==> src/rtl/enemy_spawn_ctrl.sv <==
// Enemy spawn/respawn controller: level budget, round-robin spawn points, tick-timed spawn delay.
// Optional freeze input enabled by defining ENEMY_FREEZE_EN.
module enemy_spawn_ctrl #(
    parameter int N_ENEMIES        = 4,
    parameter int TOTAL_ENEMIES    = 20,
    parameter int NUM_SPAWN_POINTS = 3,
    parameter int SPAWN_DELAY      = 3
) (
    input  logic                        clk_i,
    input  logic                        reset_i,
    input  logic                        one_sec_clk_i,
    input  logic                        start_i,
    input  logic [N_ENEMIES-1:0]        enemy_die_i,
    input  logic [NUM_SPAWN_POINTS-1:0] spawn_busy_i,
`ifdef ENEMY_FREEZE_EN
    input  logic                        freeze_i,
`endif
    output logic [N_ENEMIES-1:0]        enemy_revive_o,
    output logic [N_ENEMIES-1:0]        enemy_alive_o,
    output logic [1:0]                  spawn_point_o,
    output logic [5:0]                  enemy_left_o,
    output logic                        level_clear_o
);

    typedef enum logic [1:0] {IDLE, RUN, CLEAR} state_t;

    state_t               state_q, state_d;
    logic [N_ENEMIES-1:0] alive_q, alive_d, revive_q, revive_d, pick;
    logic [1:0]           sp_q, sp_d, rr_q, rr_d, rr_inc;
    logic [5:0]           left_q, left_d, to_spawn_q, to_spawn_d, cnt;
    logic [3:0]           delay_q, delay_d, busy_ext;
    logic                 sec_q, tick, freeze;

`ifdef ENEMY_FREEZE_EN
    assign freeze = freeze_i;
`else
    assign freeze = 1'b0;
`endif

    assign tick           = one_sec_clk_i & ~sec_q;
    assign enemy_revive_o = revive_q;
    assign enemy_alive_o  = alive_q;
    assign spawn_point_o  = sp_q;
    assign enemy_left_o   = left_q;
    assign level_clear_o  = (state_q == CLEAR);
    assign rr_inc         = (rr_q == 2'(NUM_SPAWN_POINTS - 1)) ? 2'd0 : rr_q + 2'd1;

    always_ff @(posedge clk_i or posedge reset_i) begin
        if (reset_i) begin
            state_q    <= IDLE;
            alive_q    <= '0;
            revive_q   <= '0;
            sp_q       <= '0;
            rr_q       <= '0;
            left_q     <= '0;
            to_spawn_q <= '0;
            delay_q    <= '0;
            sec_q      <= 1'b0;
        end else begin
            state_q    <= state_d;
            alive_q    <= alive_d;
            revive_q   <= revive_d;
            sp_q       <= sp_d;
            rr_q       <= rr_d;
            left_q     <= left_d;
            to_spawn_q <= to_spawn_d;
            delay_q    <= delay_d;
            sec_q      <= one_sec_clk_i;
        end
    end

    always_comb begin
        state_d    = state_q;
        alive_d    = alive_q;
        revive_d   = '0;
        sp_d       = sp_q;
        rr_d       = rr_q;
        to_spawn_d = to_spawn_q;
        delay_d    = delay_q;

        busy_ext = '0;
        busy_ext[NUM_SPAWN_POINTS-1:0] = spawn_busy_i;

        // lowest-index dead channel, one-hot; zero when all are alive
        pick = '0;
        for (int i = N_ENEMIES - 1; i >= 0; i--) begin
            if (!alive_q[i]) begin
                pick    = '0;
                pick[i] = 1'b1;
            end
        end

        if (start_i) begin
            state_d    = RUN;
            alive_d    = '0;
            rr_d       = '0;
            delay_d    = '0;
            to_spawn_d = 6'(TOTAL_ENEMIES);
        end else if (state_q == RUN) begin
            // dying channels are alive, spawn candidates are dead: the two never overlap
            alive_d = alive_q & ~enemy_die_i;
            if (delay_q == 4'd0 && to_spawn_q != 6'd0 && pick != '0 && !freeze) begin
                rr_d = rr_inc;
                if (!busy_ext[rr_q]) begin
                    revive_d   = pick;
                    alive_d    = alive_d | pick;
                    sp_d       = rr_q;
                    to_spawn_d = to_spawn_q - 6'd1;
                    delay_d    = 4'(SPAWN_DELAY);
                end
            end else if (tick && delay_q != 4'd0 && !freeze) begin
                delay_d = delay_q - 4'd1;
            end
            if (to_spawn_q == 6'd0 && alive_q == '0)
                state_d = CLEAR;
        end

        cnt = '0;
        for (int i = 0; i < N_ENEMIES; i++)
            cnt = cnt + 6'(alive_d[i]);
        left_d = to_spawn_d + cnt;
    end

endmodule

==> config.mk <==
export PLATFORM = sky130hd
export DESIGN_NAME = enemy_spawn_ctrl
export DESIGN_NICKNAME = d
export VERILOG_FILES = /design/src/rtl/enemy_spawn_ctrl.sv
export SDC_FILE = /design/constraint.sdc
export NUM_CORES = 1
export LEC_CHECK = 0
export ABC_CLOCK_PERIOD_IN_PS = 5000
export CORE_ASPECT_RATIO = 1.5
export CORE_UTILIZATION = 52
export DETAILED_ROUTE_END_ITERATION = 8
export HOLD_SLACK_MARGIN = 0.03
export PLACE_DENSITY = 0.79
export SETUP_SLACK_MARGIN = 0.3
export SYNTH_ARGS = -nofsm -noshare
export SYNTH_HDL_FRONTEND = slang
export SYNTH_SLANG_ARGS = --single-unit
export TNS_END_PERCENT = 50
==> constraint.sdc <==
create_clock -name clk_i -period 5 [get_ports clk_i]
set_input_delay 0.75 -clock clk_i [delete_from_list [all_inputs] [get_ports clk_i]]
set_output_delay 0.75 -clock clk_i [all_outputs]
set_load 0.02 [all_outputs]
-- Yosys cells after proc, flatten, opt, wreduce, memory -nomap -nowiden
Index checks and enable logic that the tools add are counted.
- input port bits: 11
- register bits: 31
- output and inout bits: 17
- word-level logic and storage cells: 76
- memories kept: 0
- bits in latches: 0
- ROM bits: 0
- memory bits (writable): 0
- add/sub/neg operators: 7
- divide/modulo/power cells: 0
- multiplexer cells: 30
- equality and inequality tests: 4
- bitwise operators: 7
- reductions and logical operators: 18
- multipliers: 0
- order comparisons: 1
- shift-type cells: 0
- operators with widths (operator ; number):
    2-to-1 mux 4 bit ; 17
    2-to-1 mux 6 bit ; 4
    2-to-1 mux 2 bit ; 7
    logical NOT 4 bit ; 2
    nonzero test 4 bit ; 2
    adder 6 x 4 -> 6 bit ; 1
    logical NOT 6 bit ; 1
    nonzero test 2 bit ; 3
    nonzero test 6 bit ; 1
    subtractor 6 x 1 -> 6 bit (second input constant) ; 1
    adder 3 x 1 -> 4 bit ; 1
    AND 4 bit ; 1
    == test 2 bit (second input constant) ; 2
    logical AND 1 bit ; 4
    NOT 4 bit ; 1
    bitwise OR 4 bit ; 1
    AND reduction 2 bit ; 2
    AND reduction 4 bit ; 1
    subtractor 4 x 1 -> 4 bit (second input constant) ; 1
    adder 2 x 1 -> 3 bit ; 1
    < comparator 2 x 3 -> 1 bit (second input constant) ; 1
    != test 3 bit (second input constant) ; 1
    NOT 1 bit ; 3
    AND reduction 3 bit ; 1
    other kinds (7) ; 7

-- Logic depth before layout (Yosys ltp)
Gate-level depths: netlist (run 1).
- word-level depth: 13
- gate-level depth with buffers: 14

-- Worst setup path before layout (run 1)
Ideal clock, no wire load.
- kind: register to register
- from: register delay_q[0]
- to: register left_q[2], in the netlist enemy_left_o[2]
- required time: 4.877 ns
- cell stages (with the launch flop): 13
- arrival: 3.415 ns
- path slack: 1.462 ns
- path buffers: 1
- path through: dfrtp_1 inv_1 ha_1 nor3b_2 o2111ai_2 buf_6 nor2_1 a21oi_1 a311oi_1 fa_1 fa_1 fa_1 xor2_1
- cells in the longest elaborated chain, start to end: 10
- elaborated cells on any way between the ends: 13
- those cells by class: 4 x add/sub; 6 x mux; 3 x reduce/logical
- ends and longest elaborated chain (element ; line ; RTL):
    start: declaration ; 31 ; logic [3:0] delay_q, delay_d, busy_ext;
    start signal: assignment ; 67 ; delay_q <= delay_d;
    logical NOT 4 bit ; 102 ; if (delay_q == 4'd0 && to_spawn_q != 6'd0 && pick != '0 && !freeze) begin
    logical AND 1 bit (2 in series) ; 102 ;
    2-to-1 mux 4 bit ; 102 ;
    2-to-1 mux 4 bit ; 99 ; end else if (state_q == RUN) begin
    2-to-1 mux 4 bit ; 93 ; if (start_i) begin
    named net alive_d[1] ; 28 ; logic [N_ENEMIES-1:0] alive_q, alive_d, revive_q, revive_d, pick;
    adder 1 x 1 -> 2 bit ; 120 ; cnt = cnt + 6'(alive_d[i]);
    adder 2 x 1 -> 3 bit ; 120 ;
    adder 3 x 1 -> 4 bit ; 120 ;
    adder 6 x 4 -> 6 bit ; 121 ; left_d = to_spawn_d + cnt;
    named net left_d[2] ; 30 ; logic [5:0] left_q, left_d, to_spawn_q, to_spawn_d, cnt;
    end signal: assignment ; 65 ; left_q <= left_d;
    end: declaration ; 30 ;
The timed path passes the listed nets, and every way through them passes these cells.
A chain may end at the register's enable or synchronous reset.

-- Worst setup path in the final report (run 1)
Ends and elaborated chain as after synthesis.

==> results of run 1 <==
==> sequential cells by signal, indices dropped and copies added, names as in the netlist <==
name	flops
enemy_revive_o	4
state_q	2
to_spawn_q	6
enemy_left_o	6
sec_q	1
enemy_alive_o	4
rr_q	2
spawn_point_o	2
delay_q	4
==> metrics by stage <==
step	util	hold WS, ps
2_1_floorplan	-	464.8
3_3_place_gp	0.6445	475.1
3_5_place_dp	0.6445	502.4
4_1_cts	0.6793	515.5
5_1_grt	0.6793	537.4
6_report	0.6793	513.6
==> worst reg2reg max path, cell delays in order (launching register included) <==
cell	delay [ps]
sky130_fd_sc_hd__dfrtp_1	400
sky130_fd_sc_hd__inv_1	110
sky130_fd_sc_hd__ha_1	150
sky130_fd_sc_hd__nor3b_2	240
sky130_fd_sc_hd__o2111ai_2	400
sky130_fd_sc_hd__nor2_1	520
sky130_fd_sc_hd__a21oi_1	150
sky130_fd_sc_hd__a311oi_1	420
sky130_fd_sc_hd__fa_1	480
sky130_fd_sc_hd__fa_1	420
sky130_fd_sc_hd__fa_1	430
sky130_fd_sc_hd__xor2_1	180
==> kinds of logic after synthesis <==
logic type / Yosys count / share of synthesized area
and+or+nand+nor: 53 / 0.1951
DFF: 31 / 0.4917
buffers and inverters: 17 / 0.05074
AOI/OAI and AO/OA: 21 / 0.09834
adders and majority gates: 7 / 0.06979
muxes: 5 / 0.04440
xor gates and xnor gates: 9 / 0.04996
==> routing by layer <==
metal,GRT usage,wire length [um],part of all wire
met5,0,0,0
met3,0.07552,149,0.045
met2,0.3812,1789,0.54
met4,0.1365,100,0.030
met1,0.2882,1291,0.39
==> final cells by class <==
cell class,count,share of cell area
flip-flops and latches,31,0.3962
multi-input cells,95,0.3687
repair buffers,28,0.1419
clock buffers,8,0.05112
well taps,39,0.02492
inverters,9,0.01725
==> final timing paths <==
kind / startpoint / to / slack (ps) / cells past startpoint
worst max-delay path: delay_q[0] / enemy_left_o[2] / 960 / 11
max in group asynchronous: reset_i / enemy_left_o[1] / 3230 / 2
worst min register to register: state_q[0] / state_q[0] / 510 / 1
min in group asynchronous: reset_i / state_q[0] / 1070 / 2
worst max register to register: delay_q[0] / enemy_left_o[2] / 960 / 11
worst min-delay path: state_q[0] / state_q[0] / 510 / 1
==> cell usage in the layout (no fill, tap or decap), drive strengths merged, types with 2 or more instances in the layout <==
cell type / Yosys / layout
clkdlybuf4s50: 0 / 27
xnor2: 6 / 6
mux2: 3 / 3
mux2i: 2 / 2
a311oi: 5 / 5
nor2: 13 / 13
or3: 2 / 2
nand3: 6 / 6
ha: 4 / 4
nand2b: 3 / 3
or2: 3 / 3
a21oi: 7 / 7
clkbuf: 4 / 8
fa: 3 / 3
a211oi: 2 / 2
xor2: 3 / 3
nor3: 8 / 8
nand2: 6 / 6
nor4: 4 / 4
inv: 9 / 9
nor3b: 3 / 3
dfrtp: 31 / 31
==> power groups by stage <==
stage / Sequential, mW / Clock (mW) / Combinational (mW)
after floorplan: 0.388 / 0 / 0.327
after global placement: 0.369 / 0 / 0.435
after detailed placement: 0.374 / 0 / 0.454
after CTS: 0.370 / 0.221 / 0.460
after global routing: 0.381 / 0.231 / 0.507
final: 0.371 / 0.216 / 0.454
==> flow_metrics.py, run 1 <==
metrics = {
    "status": {
        "status": "finished clean",
    },
    "synth": {
        "post_synth.cell_area_avg_um2": 11.03,
        "post_synth_most_frequent_cells": "sky130_fd_sc_hd__dfrtp_1, sky130_fd_sc_hd__nor2_1, sky130_fd_sc_hd__inv_1",
        "synth_largest_type_area_fraction": 0.4917,
        "yosysWarningCount": 0,
        "syn-num-nets": 161,
        "synth.top_cells.by_area": "sky130_fd_sc_hd__dfrtp_1, sky130_fd_sc_hd__fa_1, sky130_fd_sc_hd__xnor2_1",
        "proportion_of_register_bits_with_asynchronous_set_or_reset_after_synthesis": 1.000,
        "synth_area_leader_cell": "sky130_fd_sc_hd__dfrtp_1",
        "ys_seq_elements": 31,
        "number_of_enable_type_register_cells_in_the_synthesized_netlist": 0,
        "synth_sequential_area_ratio": 0.4917,
        "syn-instance-count": 143,
        "syn_area_um2": 1578,
        "synth.most_common_cell": "sky130_fd_sc_hd__dfrtp_1",
        "yosys.cell_types.count": 41,
        "ys_dominant_reg_cell": "sky130_fd_sc_hd__dfrtp_1",
    },
    "route": {
        "count_of_vias_placed_by_the_detailed_router": 1167,
        "post_drt_via_cell_ratio": 5.557,
        "ant_nets": 0,
        "drc_errors_left": 0,
        "post_drt_wl_per_cell_um": 15.86,
        "detailedRoute.firstPassIterationCount": 4,
        "drt-initial-drc-count": 28,
        "finalWirelength_mm": 3.331,
    },
    "sta": {
        "hold_violations": 0,
        "final-max-slew-violation-count": 0,
        "setup_total_negative_slack_ps": 0,
        "final.setup_skew_ps": 6.445,
        "slew_headroom": 0.2226,
        "min_period_over_period": 0.8078,
        "timing.final.setup_violations": 0,
        "timing.final.ws_setup_ps": 960.8,
        "tightest_slew_ps": 1165,
        "rsz0062_at_grt": "false",
        "clock_period_minus_final_worst_setup_slack_ps": 4039,
        "fmax_ghz": 0.2476,
    },
    "setup_path": {
        "crit_required_ps": 5160,
        "path_cells": "inv_1 -> ha_1 -> nor3b_2 -> o2111ai_2 -> nor2_1 -> a21oi_1 -> a311oi_1 -> fa_1 -> fa_1 -> fa_1 -> xor2_1",
        "slowest_stage": "sky130_fd_sc_hd__nor2_1",
        "crit_type": "reg2reg",
        "setup.worst_path.end_class": "flip-flop",
        "cpMostUsedCell": "sky130_fd_sc_hd__fa_1",
        "worst-endpoint-arrival_ps": 4200,
        "critical_path.n_buffers_inverters": 1,
        "cp_max_fo": 12,
        "timing.critical_path.from_type": "flip-flop",
        "path_delay_family": "adder cells",
        "worst_path_largest_cell_delay_ps": 520,
    },
    "placement": {
        "dpl.cell_count": 202,
        "dp_hpwl_mm": 2.424,
        "placement.setup.worst_slack_ps": 855.7,
        "gp_routability_congestion": 0.7851,
        "portBuffers": 27,
        "post_dp_cell_area_um2": 1858,
    },
    "clock_network": {
        "path_clk_slew_ps": 60,
        "cts.hold.buffers_added": 0,
        "worstSkewPairLatency_ps": 290,
        "number_of_buffers_created_by_cts": 5,
        "numClockSinks": 31,
        "cts_max_path_buffers": 2,
        "setup_repair_bufs_after_cts": 0,
        "clock_tree.root_cell": "sky130_fd_sc_hd__clkbuf_8",
        "tritoncts": "done",
        "ctsResizeCount": 0,
        "clock_tree.htree_level_count": 2,
    },
    "die": {
        "io_pins": 28,
        "placementRows": 24,
        "die_x_um": 46.98,
        "effective_utilization_at_floorplan": 0.5473,
        "chipHeight_um": 69.47,
        "core_um2": 2883,
        "dieArea_um2": 3263,
    },
    "cells_and_area": {
        "final.fill_count": 244,
        "seq_area_um2": 775.7,
        "finish.cell_count_without_fillers": 210,
        "antennaDiodeCount": 0,
        "drive_above_1_share": 0.1287,
        "finalInstanceArea_um2": 1958,
        "syn2layout_area_growth_pct": 24.11,
        "multi_input_area_um2": 721.9,
        "final_net_count": 188,
    },
    "global_routing": {
        "gr-usage-all-layers": 0.2457,
        "grt_max_degree": 32,
        "globalRoute.totalOverflow": 0,
        "grt_first_pass_wirelength_mm": 5.623,
        "first_global_vias": 1238,
        "initial_antenna_violation_count": 0,
    },
    "min_path": {
        "worstHoldPathType": "reg2reg",
    },
    "pwr": {
        "power_frac_clock": 0.207,
        "power_leakage_nw": 0.8151,
        "p_seq_frac": 0.356,
        "power_per_unit_of_standard_cell_area_nw_per_um2": 531.6,
        "swShare": 0.3931,
        "switchingPower_mw": 0.4092,
        "share_comb_of_total_power": 0.436,
        "report.power.total_mw": 1.041,
        "ir_worst_vdd_mv": 0.3932,
        "cellInternalPower_mw": 0.6317,
    },
    "job": {
        "maxCapViolations": 0,
    },
}
Note: power is estimated with default switching activity, not from simulation.
==> run 2: changes to the inputs <==
Settings changed: ABC_CLOCK_PERIOD_IN_PS 5000 to 4090.
Clock period 5 ns to 4.09 ns, I/O delays scaled along.
==> run 2 against run 1 <==
  * Die area unchanged
  * Cell area up 2.5%
  * Hold slack worse by 17 ps
  * Clock-buffer cell count down 2
  * Cell count increased by 1.4%
  * Non-clock buffer count is 3 higher
  * Core utilization increased by 1.7 points
  * Critical path depth unchanged
  * Worst setup slack lost 510 ps
  * Clock power rose by 45%
  * Power grew 31%
  * Via count grew 2.4%
==> flow_metrics.py, run 2 (same netlist as run 1, synthesis figures left out) <==
metrics = {
    "setup_path": {
        "cp_max_fo": 8,
        "crit_type": "reg2reg",
        "reg2reg_setup_slack_ps": 450,
        "cp.depth": 11,
        "worst_path_largest_cell_delay_ps": 520,
        "timing.critical_path.from_type": "flip-flop",
        "critical_path.n_buffers_inverters": 1,
        "path_cells": "inv_1 -> ha_1 -> or4b_4 -> o2111ai_2 -> nor2_2 -> a21oi_1 -> a311oi_2 -> fa_1 -> fa_1 -> fa_1 -> xor2_1",
        "r2r.worst_path.cells": 11,
        "critical_path.reg2reg.endpoint": "enemy_left_o[2]",
        "worst-endpoint-arrival_ps": 3790,
        "setup.worst_path.end_class": "flip-flop",
        "timing.rr.start": "to_spawn_q[0]",
        "slowest_stage": "sky130_fd_sc_hd__fa_1",
        "path_delay_family": "adder cells",
        "cpMostUsedCell": "sky130_fd_sc_hd__fa_1",
        "crit_required_ps": 4250,
    },
    "sta": {
        "clock_period_minus_final_worst_setup_slack_ps": 3636,
        "tightest_slew_ps": 1177,
        "final-max-slew-violation-count": 0,
        "final.setup_skew_ps": 8.876,
        "hold_violations": 0,
        "timing.final.setup_violations": 0,
        "rsz0062_at_grt": "false",
        "fmax_ghz": 0.2750,
        "slew_headroom": 0.2147,
        "min_period_over_period": 0.8890,
        "setup_total_negative_slack_ps": 0,
    },
    "die": {
        "dieArea_um2": 3263,
        "core_um2": 2883,
        "effective_utilization_at_floorplan": 0.5473,
        "die_x_um": 46.98,
        "placementRows": 24,
        "chipHeight_um": 69.47,
        "io_pins": 28,
    },
    "placement": {
        "portBuffers": 27,
        "dp_hpwl_mm": 2.440,
        "gp_routability_congestion": 0.7525,
    },
    "pwr": {
        "power_leakage_nw": 0.8403,
        "power_per_unit_of_standard_cell_area_nw_per_um2": 677.1,
        "ir_worst_vdd_mv": 0.4015,
    },
    "cells_and_area": {
        "multi_input_area_um2": 730.7,
        "fin_util": 0.6962,
        "drive_above_1_share": 0.1609,
        "antennaDiodeCount": 0,
        "final.fill_count": 237,
        "final_net_count": 191,
        "leading_cell_types_in_the_layout_fill_and_taps_excluded": "sky130_fd_sc_hd__dfrtp_1, sky130_fd_sc_hd__clkdlybuf4s50_1, sky130_fd_sc_hd__nor2_1, sky130_fd_sc_hd__inv_1",
        "seq_area_um2": 775.7,
        "syn2layout_area_growth_pct": 27.20,
        "layout_commonest_cell": "sky130_fd_sc_hd__dfrtp_1",
    },
    "clock_network": {
        "clock_tree.htree_level_count": 2,
        "path_clk_slew_ps": 70,
        "numClockSinks": 31,
        "number_of_buffers_created_by_cts": 5,
        "worstSkewPairLatency_ps": 290,
        "cts.hold.buffers_added": 0,
        "clock_tree.root_cell": "sky130_fd_sc_hd__clkbuf_8",
        "tritoncts": "done",
        "cts_max_path_buffers": 2,
    },
    "global_routing": {
        "initial_antenna_violation_count": 0,
        "grt_max_degree": 32,
        "grt_util_met2": 0.3981,
        "busiest_layer": "met2",
        "met3_usage": 0.08333,
        "gr-usage-all-layers": 0.2478,
        "grt_first_pass_wirelength_mm": 5.740,
        "globalRouteMet1Util": 0.2979,
        "globalRoute.totalOverflow": 0,
        "first_global_vias": 1232,
    },
    "route": {
        "count_of_vias_placed_by_the_detailed_router": 1195,
        "ant_nets": 0,
        "detailedRoute.firstPassIterationCount": 4,
        "post_drt_wl_per_cell_um": 15.80,
        "drt-initial-drc-count": 27,
        "drc_errors_left": 0,
        "finalWirelength_mm": 3.365,
        "post_drt_via_cell_ratio": 5.610,
    },
    "min_path": {
        "timing.hold.worst.start": "state_q[0]",
        "worstHoldPathType": "reg2reg",
        "min_path_cells": 1,
        "hold_path_end": "state_q[0]",
    },
    "status": {
        "status": "finished clean",
    },
    "job": {
        "maxCapViolations": 0,
    },
}
run 2: cell types whose count changed in the layout (fill, tap and decap cells not counted), sizes merged:
cell    delta
bufinv     +1
buf        +3
clkbuf     -2
clkinv     +1
run 2: worst reg2reg max path: cells and delay by family, from the launching register on:
| kind | cells | cell delay (ps) |
|---|---|---|
| adders and majority gates | 4 | 1570 |
| AOI/OAI and AO/OA | 3 | 680 |
| DFF | 1 | 400 |
| and+or+nand+nor | 2 | 610 |
| xor gates and xnor gates | 1 | 180 |
| buffers and inverters | 1 | 70 |
run 2: per-stage QoR:
step | power (mW) | hold slack (ps) | setup slack (ps) | instance area (um^2) | instances
6_report | 1.359 | 497.0 | 454.1 | 2007 | 213
5_1_grt | 1.455 | 521.9 | 307.9 | 2007 | 213
4_1_cts | 1.359 | 498.4 | 377.4 | 1998 | 213
3_5_place_dp | 1.036 | 483.1 | 259.1 | 1881 | 205
3_3_place_gp | 1.004 | 475.2 | 420.5 | 1881 | 205
2_1_floorplan | 0.8749 | 464.8 | 551.8 | 1578 | 143
run 2: worst max path at each step:
stage                          startpoint              end
final                       to_spawn_q[0]  enemy_left_o[2]
after global routing           delay_q[0]  enemy_left_o[2]
after CTS                      delay_q[0]  enemy_left_o[2]
after detailed placement  spawn_busy_i[2]  enemy_left_o[2]
after global placement    spawn_busy_i[2]  enemy_left_o[2]
after floorplan                delay_q[0]  enemy_left_o[2]
run 2: routing by layer:
metal	up-vias	part of all wire
met5	-	0
met1	596	0.38
li1	559	-
met4	0	0.018
met2	31	0.56
met3	9	0.042
run 2: what timing repair did:
action,CTS,global route
endpoints found under the setup margin,0,2
resized for setup,0,2
buffers inserted,0,0
run 2: area by class of cell:
class	count	area share
timing repair buffer	31	0.1496
tap	39	0.02431
multi-input combinational	95	0.3641
sequential	31	0.3865
clock inverter	2	0.01746
inverter	9	0.01683
clock buffer	6	0.04115
run 2: report_power, final:
group | leakage, nW | switching (mW) | internal [mW] | total [mW]
registers | 0.396 | 0.0700 | 0.382 | 0.452
clock network | 0.0612 | 0.117 | 0.197 | 0.314
logic | 0.383 | 0.331 | 0.262 | 0.593
